`config.mk`:
```
export PLATFORM = sky130hd
export DESIGN_NAME = uart_tx_periph
export DESIGN_NICKNAME = d
export VERILOG_FILES = /design/src/rtl/uart_pkg.sv /design/src/rtl/uart_tx_fifo.sv /design/src/rtl/uart_tx_periph.sv
export SDC_FILE = /design/constraint.sdc
export NUM_CORES = 1
export LEC_CHECK = 0
export CORE_ASPECT_RATIO = 1.1
export CORE_MARGIN = 5
export CORE_UTILIZATION = 58
export CTS_CLUSTER_DIAMETER = 120
export DETAILED_ROUTE_END_ITERATION = 12
export GPL_ROUTABILITY_DRIVEN = 0
export HOLD_SLACK_MARGIN = 0.12
export PLACE_DENSITY = 0.79
export REMOVE_ABC_BUFFERS = 1
export SYNTH_ARGS = -nofsm -noshare
export SYNTH_HDL_FRONTEND = slang
export SYNTH_SLANG_ARGS = --single-unit
```
`constraint.sdc`:
```
create_clock -name i_clk -period 3.1 [get_ports i_clk]
set_clock_uncertainty 0.1 [all_clocks]
set_input_delay 0.465 -clock i_clk [delete_from_list [all_inputs] [get_ports i_clk]]
set_output_delay 0.465 -clock i_clk [all_outputs]
set_load 0.01 [all_outputs]
```
`src/rtl/uart_pkg.sv`:
```
// Shared types and constants for the UART transmitter peripheral.
package uart_pkg;

   localparam int UART_DATA_BITS  = 8;
   localparam int UART_FRAME_BITS = 10;

   typedef enum logic [1:0] {
      IDLE  = 2'd0,
      START = 2'd1,
      DATA  = 2'd2,
      STOP  = 2'd3
   } tx_state_t;

endpackage

```
`src/rtl/uart_tx_fifo.sv`:
```
// Small synchronous byte FIFO.
// A push into a full FIFO is still taken when a pop happens in the same cycle.
module uart_tx_fifo
#(
   parameter int DEPTH = 4,
   parameter int WIDTH = 8
)
(
   input  logic                     i_clk,
   input  logic                     i_rst,
   input  logic                     i_push,
   input  logic                     i_pop,
   input  logic [WIDTH-1:0]         i_data,
   output logic [WIDTH-1:0]         o_data,
   output logic                     o_full,
   output logic                     o_empty,
   output logic [$clog2(DEPTH):0]   o_count
);

   localparam int AW = $clog2(DEPTH);
   localparam int CW = AW + 1;
   localparam logic [CW-1:0] FULL_CNT = CW'(DEPTH);

   logic [WIDTH-1:0] r_mem [DEPTH];
   logic [AW-1:0]    r_wr_ptr;
   logic [AW-1:0]    r_rd_ptr;
   logic [CW-1:0]    r_count;
   logic             w_do_pop;
   logic             w_do_push;

   assign w_do_pop  = i_pop & (r_count != '0);
   assign w_do_push = i_push & ((r_count != FULL_CNT) | w_do_pop);

   assign o_data  = r_mem[r_rd_ptr];
   assign o_full  = (r_count == FULL_CNT);
   assign o_empty = (r_count == '0);
   assign o_count = r_count;

   // Storage: written only on an accepted push, so later i_data changes never touch queued bytes.
   always_ff @(posedge i_clk) begin
      if (w_do_push)
         r_mem[r_wr_ptr] <= i_data;
   end

   // Pointers (power-of-two depth, so they wrap naturally) and occupancy count.
   always_ff @(posedge i_clk or posedge i_rst) begin
      if (i_rst) begin
         r_wr_ptr <= '0;
         r_rd_ptr <= '0;
         r_count  <= '0;
      end else begin
         if (w_do_push)
            r_wr_ptr <= r_wr_ptr + 1'b1;
         if (w_do_pop)
            r_rd_ptr <= r_rd_ptr + 1'b1;
         case ({w_do_push, w_do_pop})
            2'b10:   r_count <= r_count + 1'b1;
            2'b01:   r_count <= r_count - 1'b1;
            default: r_count <= r_count;
         endcase
      end
   end

endmodule

```
`src/rtl/uart_tx_periph.sv`:
```
// Memory-mapped 8N1 UART transmitter: byte FIFO, serialising FSM,
// sticky overflow flag and a done interrupt when the queue drains.
module uart_tx_periph
   import uart_pkg::*;
#(
   parameter int CLKS_PER_BIT = 16,
   parameter int FIFO_DEPTH   = 4
)
(
   input  logic       i_clk,
   input  logic       i_rst,
   input  logic       i_wr_en,
   input  logic [7:0] i_wr_data,
   input  logic       i_irq_en,
   input  logic       i_clr_ovf,
   output logic       o_uart_out,
   output logic       o_tx_busy,
   output logic       o_fifo_full,
   output logic       o_fifo_empty,
   output logic       o_overflow,
   output logic       o_tx_irq
);

   localparam int BAUD_W = (CLKS_PER_BIT > 1) ? $clog2(CLKS_PER_BIT) : 1;
   localparam int CNT_W  = $clog2(FIFO_DEPTH) + 1;
   localparam logic [BAUD_W-1:0] BAUD_LAST = BAUD_W'(CLKS_PER_BIT - 1);
   localparam logic [2:0]        BIT_LAST  = 3'(UART_DATA_BITS - 1);

   tx_state_t         r_state;
   tx_state_t         w_state_nxt;
   logic [BAUD_W-1:0] r_baud;
   logic [BAUD_W-1:0] w_baud_nxt;
   logic [2:0]        r_bit;
   logic [2:0]        w_bit_nxt;
   logic [7:0]        r_shift;
   logic [7:0]        w_shift_nxt;
   logic              r_ovf;
   logic              r_irq;
   logic              w_irq_nxt;
   logic              w_uart_out;
   logic              w_pop;
   logic              w_full;
   logic              w_empty;
   logic              w_has_data;
   logic              w_baud_end;
   logic              w_drop;
   logic [7:0]        w_head;
   logic [CNT_W-1:0]  w_count;

   uart_tx_fifo #(
      .DEPTH (FIFO_DEPTH),
      .WIDTH (8)
   ) u_fifo (
      .i_clk   (i_clk),
      .i_rst   (i_rst),
      .i_push  (i_wr_en),
      .i_pop   (w_pop),
      .i_data  (i_wr_data),
      .o_data  (w_head),
      .o_full  (w_full),
      .o_empty (w_empty),
      .o_count (w_count)
   );

   assign w_has_data = (w_count != '0);
   assign w_baud_end = (r_baud == BAUD_LAST);
   // A write into a full FIFO is lost only if nothing leaves that same cycle.
   assign w_drop     = i_wr_en & w_full & ~w_pop;

   // Next-state, pop request and line level for the frame serialiser.
   always_comb begin
      w_state_nxt = r_state;
      w_baud_nxt  = r_baud + 1'b1;
      w_bit_nxt   = r_bit;
      w_shift_nxt = r_shift;
      w_pop       = 1'b0;
      w_irq_nxt   = 1'b0;
      w_uart_out  = 1'b1;
      case (r_state)
         IDLE: begin
            w_baud_nxt = '0;
            if (w_has_data) begin
               w_pop       = 1'b1;
               w_shift_nxt = w_head;
               w_state_nxt = START;
            end
         end
         START: begin
            w_uart_out = 1'b0;
            if (w_baud_end) begin
               w_baud_nxt  = '0;
               w_bit_nxt   = '0;
               w_state_nxt = DATA;
            end
         end
         DATA: begin
            w_uart_out = r_shift[0];
            if (w_baud_end) begin
               w_baud_nxt  = '0;
               w_shift_nxt = r_shift >> 1;
               if (r_bit == BIT_LAST)
                  w_state_nxt = STOP;
               else
                  w_bit_nxt = r_bit + 3'd1;
            end
         end
         STOP: begin
            w_uart_out = 1'b1;
            if (w_baud_end) begin
               w_baud_nxt = '0;
               // Chain straight into the next frame when more bytes are queued.
               if (w_has_data) begin
                  w_pop       = 1'b1;
                  w_shift_nxt = w_head;
                  w_state_nxt = START;
               end else begin
                  w_irq_nxt   = i_irq_en;
                  w_state_nxt = IDLE;
               end
            end
         end
         default: begin
            w_baud_nxt  = '0;
            w_state_nxt = IDLE;
         end
      endcase
   end

   // FSM, baud counter, bit index and shift register.
   always_ff @(posedge i_clk or posedge i_rst) begin
      if (i_rst) begin
         r_state <= IDLE;
         r_baud  <= '0;
         r_bit   <= '0;
         r_shift <= '0;
      end else begin
         r_state <= w_state_nxt;
         r_baud  <= w_baud_nxt;
         r_bit   <= w_bit_nxt;
         r_shift <= w_shift_nxt;
      end
   end

   // Sticky overflow (a new drop wins over a clear) and one-cycle done pulse.
   always_ff @(posedge i_clk or posedge i_rst) begin
      if (i_rst) begin
         r_ovf <= 1'b0;
         r_irq <= 1'b0;
      end else begin
         if (w_drop)
            r_ovf <= 1'b1;
         else if (i_clr_ovf)
            r_ovf <= 1'b0;
         r_irq <= w_irq_nxt;
      end
   end

   assign o_uart_out   = w_uart_out;
   assign o_tx_busy    = (r_state != IDLE);
   assign o_fifo_full  = w_full;
   assign o_fifo_empty = w_empty;
   assign o_overflow   = r_ovf;
   assign o_tx_irq     = r_irq;

endmodule

```
======== After elaboration in Yosys (flattened, before gate mapping) ========
Memories as Yosys holds them, arrays and structs flattened.
Index checks and enable logic that the tools add are counted.
W data, S select, Z words.
storage, ports and cells
  logic and storage cells ................. 78
  memories ................................ 1
  RAM bits ................................ 32
  register bits after elaboration ......... 26
  input port bits ......................... 13
  output and inout port bits .............. 6
cells by class
  bitwise gates (word level) .............. 6
  $add $sub $neg .......................... 6
  mux-type cells .......................... 29
  reductions and logical operators ........ 12
  equality and inequality tests ........... 15
memory list
  memory        words  bits a word  rd ports  clocked after Yosys merged registers in  write ports  RTL line            source
  u_fifo.r_mem  4      8            1         0                                        1            uart_tx_fifo.sv:24  logic [WIDTH-1:0] r_mem [DEPTH];
operator list
  operator               count
  $mux W8                3
  $pmux W8 S3            1
  $ne A2 B2 Y1 const B   6
  $pmux W3 S2            2
  $mux W1                10
  $mux W2                5
  $mux W3                3
  $pmux W2 S4            1
  $pmux W4 S2            1
  $reduce_bool A2 Y1     4
  $add A3 B1 Y3 const B  2
  $eq A2 B2 Y1 const B   3
  $eq A3 B3 Y1 const B   2
  $reduce_bool A3 Y1     2
  $reduce_and A5 Y1      1
  $add A2 B1 Y2 const B  2
  $add A4 B1 Y4 const B  1
  $and A1 B1 Y1          4
  $eq A2 B1 Y1 const B   2
  $eq A4 B4 Y1 const B   1
  $mux W4                1
  $pmux W1 S2            2
  $reduce_and A4 Y1      1
  $logic_not A3 Y1       1
  other kinds (7)        7

======== Depth between registers and ports, before layout ========
  word-level depth ........................ 9
  gate-level depth with buffers ........... 10

======== By module ========
A second synthesis with hierarchy kept.
second synthesis, totals
  cell total of the unflattened synthesis .. 196
  area total of the unflattened synthesis .. 2717.6 um^2
by module, submodules not included
  module          times used  cells each  area each (um^2)
  uart_tx_fifo    1           81          1591.5
  uart_tx_periph  1           115         1126.1

======== Worst setup path after synthesis ========
No wires, ideal clock.
  path type ............................... register to register
  from .................................... register r_state[0]
  to ...................................... register u_fifo.r_count[2] (netlist: u_fifo.o_count[2])
  setup time .............................. 126 ps
  buffers on the path ..................... 0
  stages on the path, launching flop included .. 10
  period minus slack after synthesis ...... 2372 ps
  required time ........................... 2874 ps
  arrival ................................. 2146 ps
  path slack .............................. 728 ps
  cells stage by stage .................... dfrtp_1 inv_1 ha_1 nor4_1 inv_1 fa_1 nor2b_1 o211ai_1 o21ai_0 a221o_1
between the ends
  cells in the longest elaborated chain, start to end .. 7
RTL lines
  item                                               RTL line               source
  start, declared                                    uart_tx_periph.sv:29   tx_state_t r_state;
  start signal, assigned                             uart_tx_periph.sv:137  r_state <= w_state_nxt;
  $eq A2 B2 Y1 or $logic_not A2 Y1 (tied branches)   uart_tx_periph.sv:79   case (r_state)
  $pmux W1 S2 *                                      uart_tx_periph.sv:79
  $and A1 B1 Y1 *                                    uart_tx_fifo.sv:31     assign w_do_pop = i_pop & (r_count != '0);
  $or A1 B1 Y1                                       uart_tx_fifo.sv:32     assign w_do_push = i_push & ((r_count != FULL_CNT) | w_do_pop);
  $and A1 B1 Y1                                      uart_tx_fifo.sv:32
  $eq A2 B1 Y1 or $eq A2 B2 Y1 (tied branches)       uart_tx_fifo.sv:56     case ({w_do_push, w_do_pop})
  $pmux W3 S2 or $reduce_bool A2 Y1 (tied branches)  n/a
  end signal, assigned                               uart_tx_fifo.sv:57     2'b10: r_count <= r_count + 1'b1;
  end signal, assigned                               uart_tx_fifo.sv:58     2'b01: r_count <= r_count - 1'b1;
  end signal, assigned                               uart_tx_fifo.sv:59     default: r_count <= r_count;
  end, declared                                      uart_tx_fifo.sv:27     logic [CW-1:0] r_count;
Mark *: on every way between the ends. The rest lies on a longest branch, timed or not.
A chain may end at the register's enable or synchronous reset.

======== Final worst setup path ========
Ends and elaborated chain as after synthesis.

==> results.md <==
* Die Span Y at between 80 and 90 µm
* WL final at ~5.1 mm
* Max-slew violations at 0
* Largest family of logic cells by synthesized area: multiplexers
* Vias/cell at 5.91
* First-pass GRT wire length at between 8 and 9 mm
* Max-cap violations at 0
* RR Endpoint: u_fifo.o_count[2]$_DFFE_PP0P_
* Crit path cell chain: inv_1 > ha_1 > nor4_1 > inv_1 > fa_1 > nor2b_1 > mux2i_1 > a221o_1
* TritonCTS buffer count at 9
* Post-synth EDFFs at 32
* Critical Path Max Stage Delay at roughly 0.44 ns
* WHS at roughly 0.41 ns
* Clk buf depth at 2
* Post-CTS setup buffers at 0
* Layout area overhead at 16.6%
* Family with the most delay on the worst path: adder cells
* Crit Path Max Fanout at 6
* Die footprint at roughly 0.0062 mm²
* DRC viols at 0
* Clock transition at the registers of the reported paths at around 0.07 ns
* Cts repair resizes at 0
* # nets final at 245
* Design Power at about 3.3 mW
* Max-slew headroom at about a third
* CTS Hold Bufs at 0
* Reg2reg path depth at 8
* Mux contribution to synthesized area at between 10 and 15%
* Pin count of the biggest net entering global routing at 27
* Critical Path End Type: flip-flop
* Compound-Gate Fraction of Synth Area at between 9 and 10%
* Synth area leaders: edfxtp_1, dfrtp_1, mux4_2, ha_1, mux2i_1
* Clk_lat worst skew at approximately 0.34 ns
* PD cells at between 1000 and 1500 mW/mm²
* Root buffer cell: clkbuf_8
* CP Class: flip-flop to flip-flop
* Layout cells sized above 1 at around 17%
* Post-layout min period at ~2.8 ns
* DP Worst Slack at 0.430 ns
* Worst Hold Path EP: o_overflow$_DFFE_PP0P_
* Worst hold path startpoint: o_overflow$_DFFE_PP0P_
* Worst R2R Setup Slack at roughly 0.32 ns
* Routed len/inst at 18.2 µm
* TritonRoute pass-1 iters at 6
* CORE AREA at ~0.0046 mm²
* Gr ovfl total at 0
* Synth Area in Adders at ~6.7%
* H-tree depth at 3
* Worst Path Arrival at slightly below 3 ns
* Cell Rows at 26
* CP bufs+invs at 2
* Worst reg2reg startpoint: r_state[0]$_DFFE_PP0P_
* Fin Setup TNS at 0 ns
* Worst endpoint required time at 3.23 ns
* CP dominant cell by count: inv_1
* CP max-delay cell: nor4_1
* Seq cells post-synth at between 50 and 60
* Worst-Margin Slew at approximately 1 ns
* Post-Synth Simple-Gate Area at 7.16%
* PnR worst setup slack at between 0.3 and 0.4 ns
* 1st-iter DRT viols at 180
* Vias in the first global route at 1766
* Async SR Flop Fraction at approximately 45%
* Critical Path Source Type: flip-flop
* Setup Viol. Count Final at 0
* Syn. warnings at 0
* Fin crit share at just under 90%
* Yosys top cell by area: edfxtp_1
* Initial antenna violation count at 0
* Hpwl dp at about 3.4 mm
* Top FF cell, synth: edfxtp_1
* Clk sink count at between 50 and 60
* # fillers at around 320
* Top cell type's share of synthesized area at a little over a third
* Post-Syn Instances at slightly below 200
* Post-route ant nets at 0
* IO buf count at 18
* Vias at around 1700
* Sequential area share after synthesis at between 50 and 60%
* Hold Violations, Final at 0
* Post-synthesis cell area at 0.00274 mm²
* Maximum vdd drop at roughly 0.00053 V
* Post-Synth XOR/XNOR Area at 2.23%
* Worst Hold Depth at 1
* RSZ-0062 raised after global routing: no
* Ant. Diodes at 0
* Initial Utilization at 59.4%
* Horiz. Die Dim at around 76 µm
* Distinct cells, synth at between 40 and 50
* Peak Freq at between 300 and 400 MHz
* CTS tree: built
* Avg Cell Area, Syn at 14.1 µm²
* Static Leakage at about 1.3 nW
* HP Class: flip-flop to flip-flop
* Total GRT Usage at roughly 20%
* Status: finished, final reports clean
* # IOs at 19
==> synthesized netlist by cell type (all sizes together), types with 2 or more instances <==
| cell | count |
|---|---|
| nor2 | 13 |
| a22o | 4 |
| a21oi | 9 |
| xnor2 | 6 |
| mux2 | 3 |
| o211ai | 2 |
| buf | 7 |
| nor3 | 3 |
| nor2b | 3 |
| mux4 | 8 |
| o21ai | 5 |
| inv | 16 |
| nand2 | 6 |
| and3 | 2 |
| dfrtp | 26 |
| ha | 13 |
| mux2i | 9 |
| and2 | 4 |
| edfxtp | 32 |
==> through the flow <==
stage               instances  cell area, µm²  util (%)
floorplan                 187            2690         -
CTS                       279            3200      69.2
global placement          263            2960      64.0
finish                    279            3200      69.2
detailed placement        263            2960      64.0
global route              279            3200      69.2
==> cell usage in the layout (no fill, tap or decap), types with 2 or more instances in the layout <==
cell type / instances
dfrtp_1: 26
clkinv_2: 2
ha_1: 13
mux4_2: 8
o211ai_1: 2
nor3_1: 3
clkdlybuf4s50_1: 18
edfxtp_1: 32
inv_1: 16
a22o_1: 4
mux2_2: 2
buf_4: 2
xnor2_1: 6
o21ai_0: 4
nand2_1: 6
clkinv_4: 2
clkbuf_8: 9
nor2_1: 13
mux2i_1: 9
a21oi_1: 9
bufinv_16: 3
nor2b_1: 3
and2_2: 4
==> final cells by class <==
class / instances / area [µm²] / share of cell area (%)
Sequential cell: 58 / 1610 / 50.4
Multi-Input combinational cell: 113 / 1020 / 31.9
Timing Repair Buffer: 20 / 195 / 6.10
Clock buffer: 9 / 124 / 3.87
Clock inverter: 7 / 118 / 3.68
Tap cell: 56 / 70.1 / 2.19
Inverter: 16 / 60.1 / 1.88
==> metal layers <==
metal | GRT usage, % | vias up | share of wire, %
li1 | - | 766 | -
met1 | 23.7 | 821 | 41
met2 | 31.8 | 57 | 52
met3 | 5.57 | 6 | 4.9
met4 | 9.44 | 0 | 1.6
met5 | 0 | - | 0
==> kinds of logic (layout without fill, tap and decap cells) <==
logic type | after synthesis | in the layout
simple gates | 38 | 38
fa+ha+maj | 14 | 14
mux | 20 | 20
xor+xnor | 7 | 7
flops | 58 | 58
compound gates | 34 | 34
buf+inv | 24 | 52
==> sequential cells by signal, indices dropped and copies added (netlist names) <==
| signal | flops |
|---|---|
| u_fifo.r_mem | 32 |
| r_shift | 8 |
| r_baud | 4 |
| r_bit | 3 |
| u_fifo.o_count | 3 |
| r_state | 2 |
| u_fifo.r_rd_ptr | 2 |
| u_fifo.r_wr_ptr | 2 |
| o_overflow | 1 |
| o_tx_irq | 1 |
==> worst max-delay path by stage <==
stage	start	endpoint	slack, ns	depth (start not counted)
4_1_cts	r_state[0]$_DFFE_PP0P_	u_fifo.o_count[2]$_DFFE_PP0P_	0.40	8
3_5_place_dp	r_state[0]$_DFFE_PP0P_	u_fifo.o_count[2]$_DFFE_PP0P_	0.43	8
3_3_place_gp	i_wr_en	u_fifo.o_count[2]$_DFFE_PP0P_	0.64	8
5_1_grt	r_state[1]$_DFFE_PP0P_	u_fifo.o_count[2]$_DFFE_PP0P_	0.16	8
2_1_floorplan	r_state[0]$_DFFE_PP0P_	u_fifo.o_count[2]$_DFFE_PP0P_	0.73	9
6_report	r_state[0]$_DFFE_PP0P_	u_fifo.o_count[2]$_DFFE_PP0P_	0.32	8
==> power by group <==
group / internal (mW) / total, mW / switching, mW / leakage, nW
logic: 0.595 / 1.22 / 0.621 / 0.549
registers: 1.07 / 1.28 / 0.211 / 0.608
clock network: 0.533 / 0.848 / 0.315 / 0.123
total: 2.20 / 3.34 / 1.15 / 1.28
(Power assumes the default switching activity.)
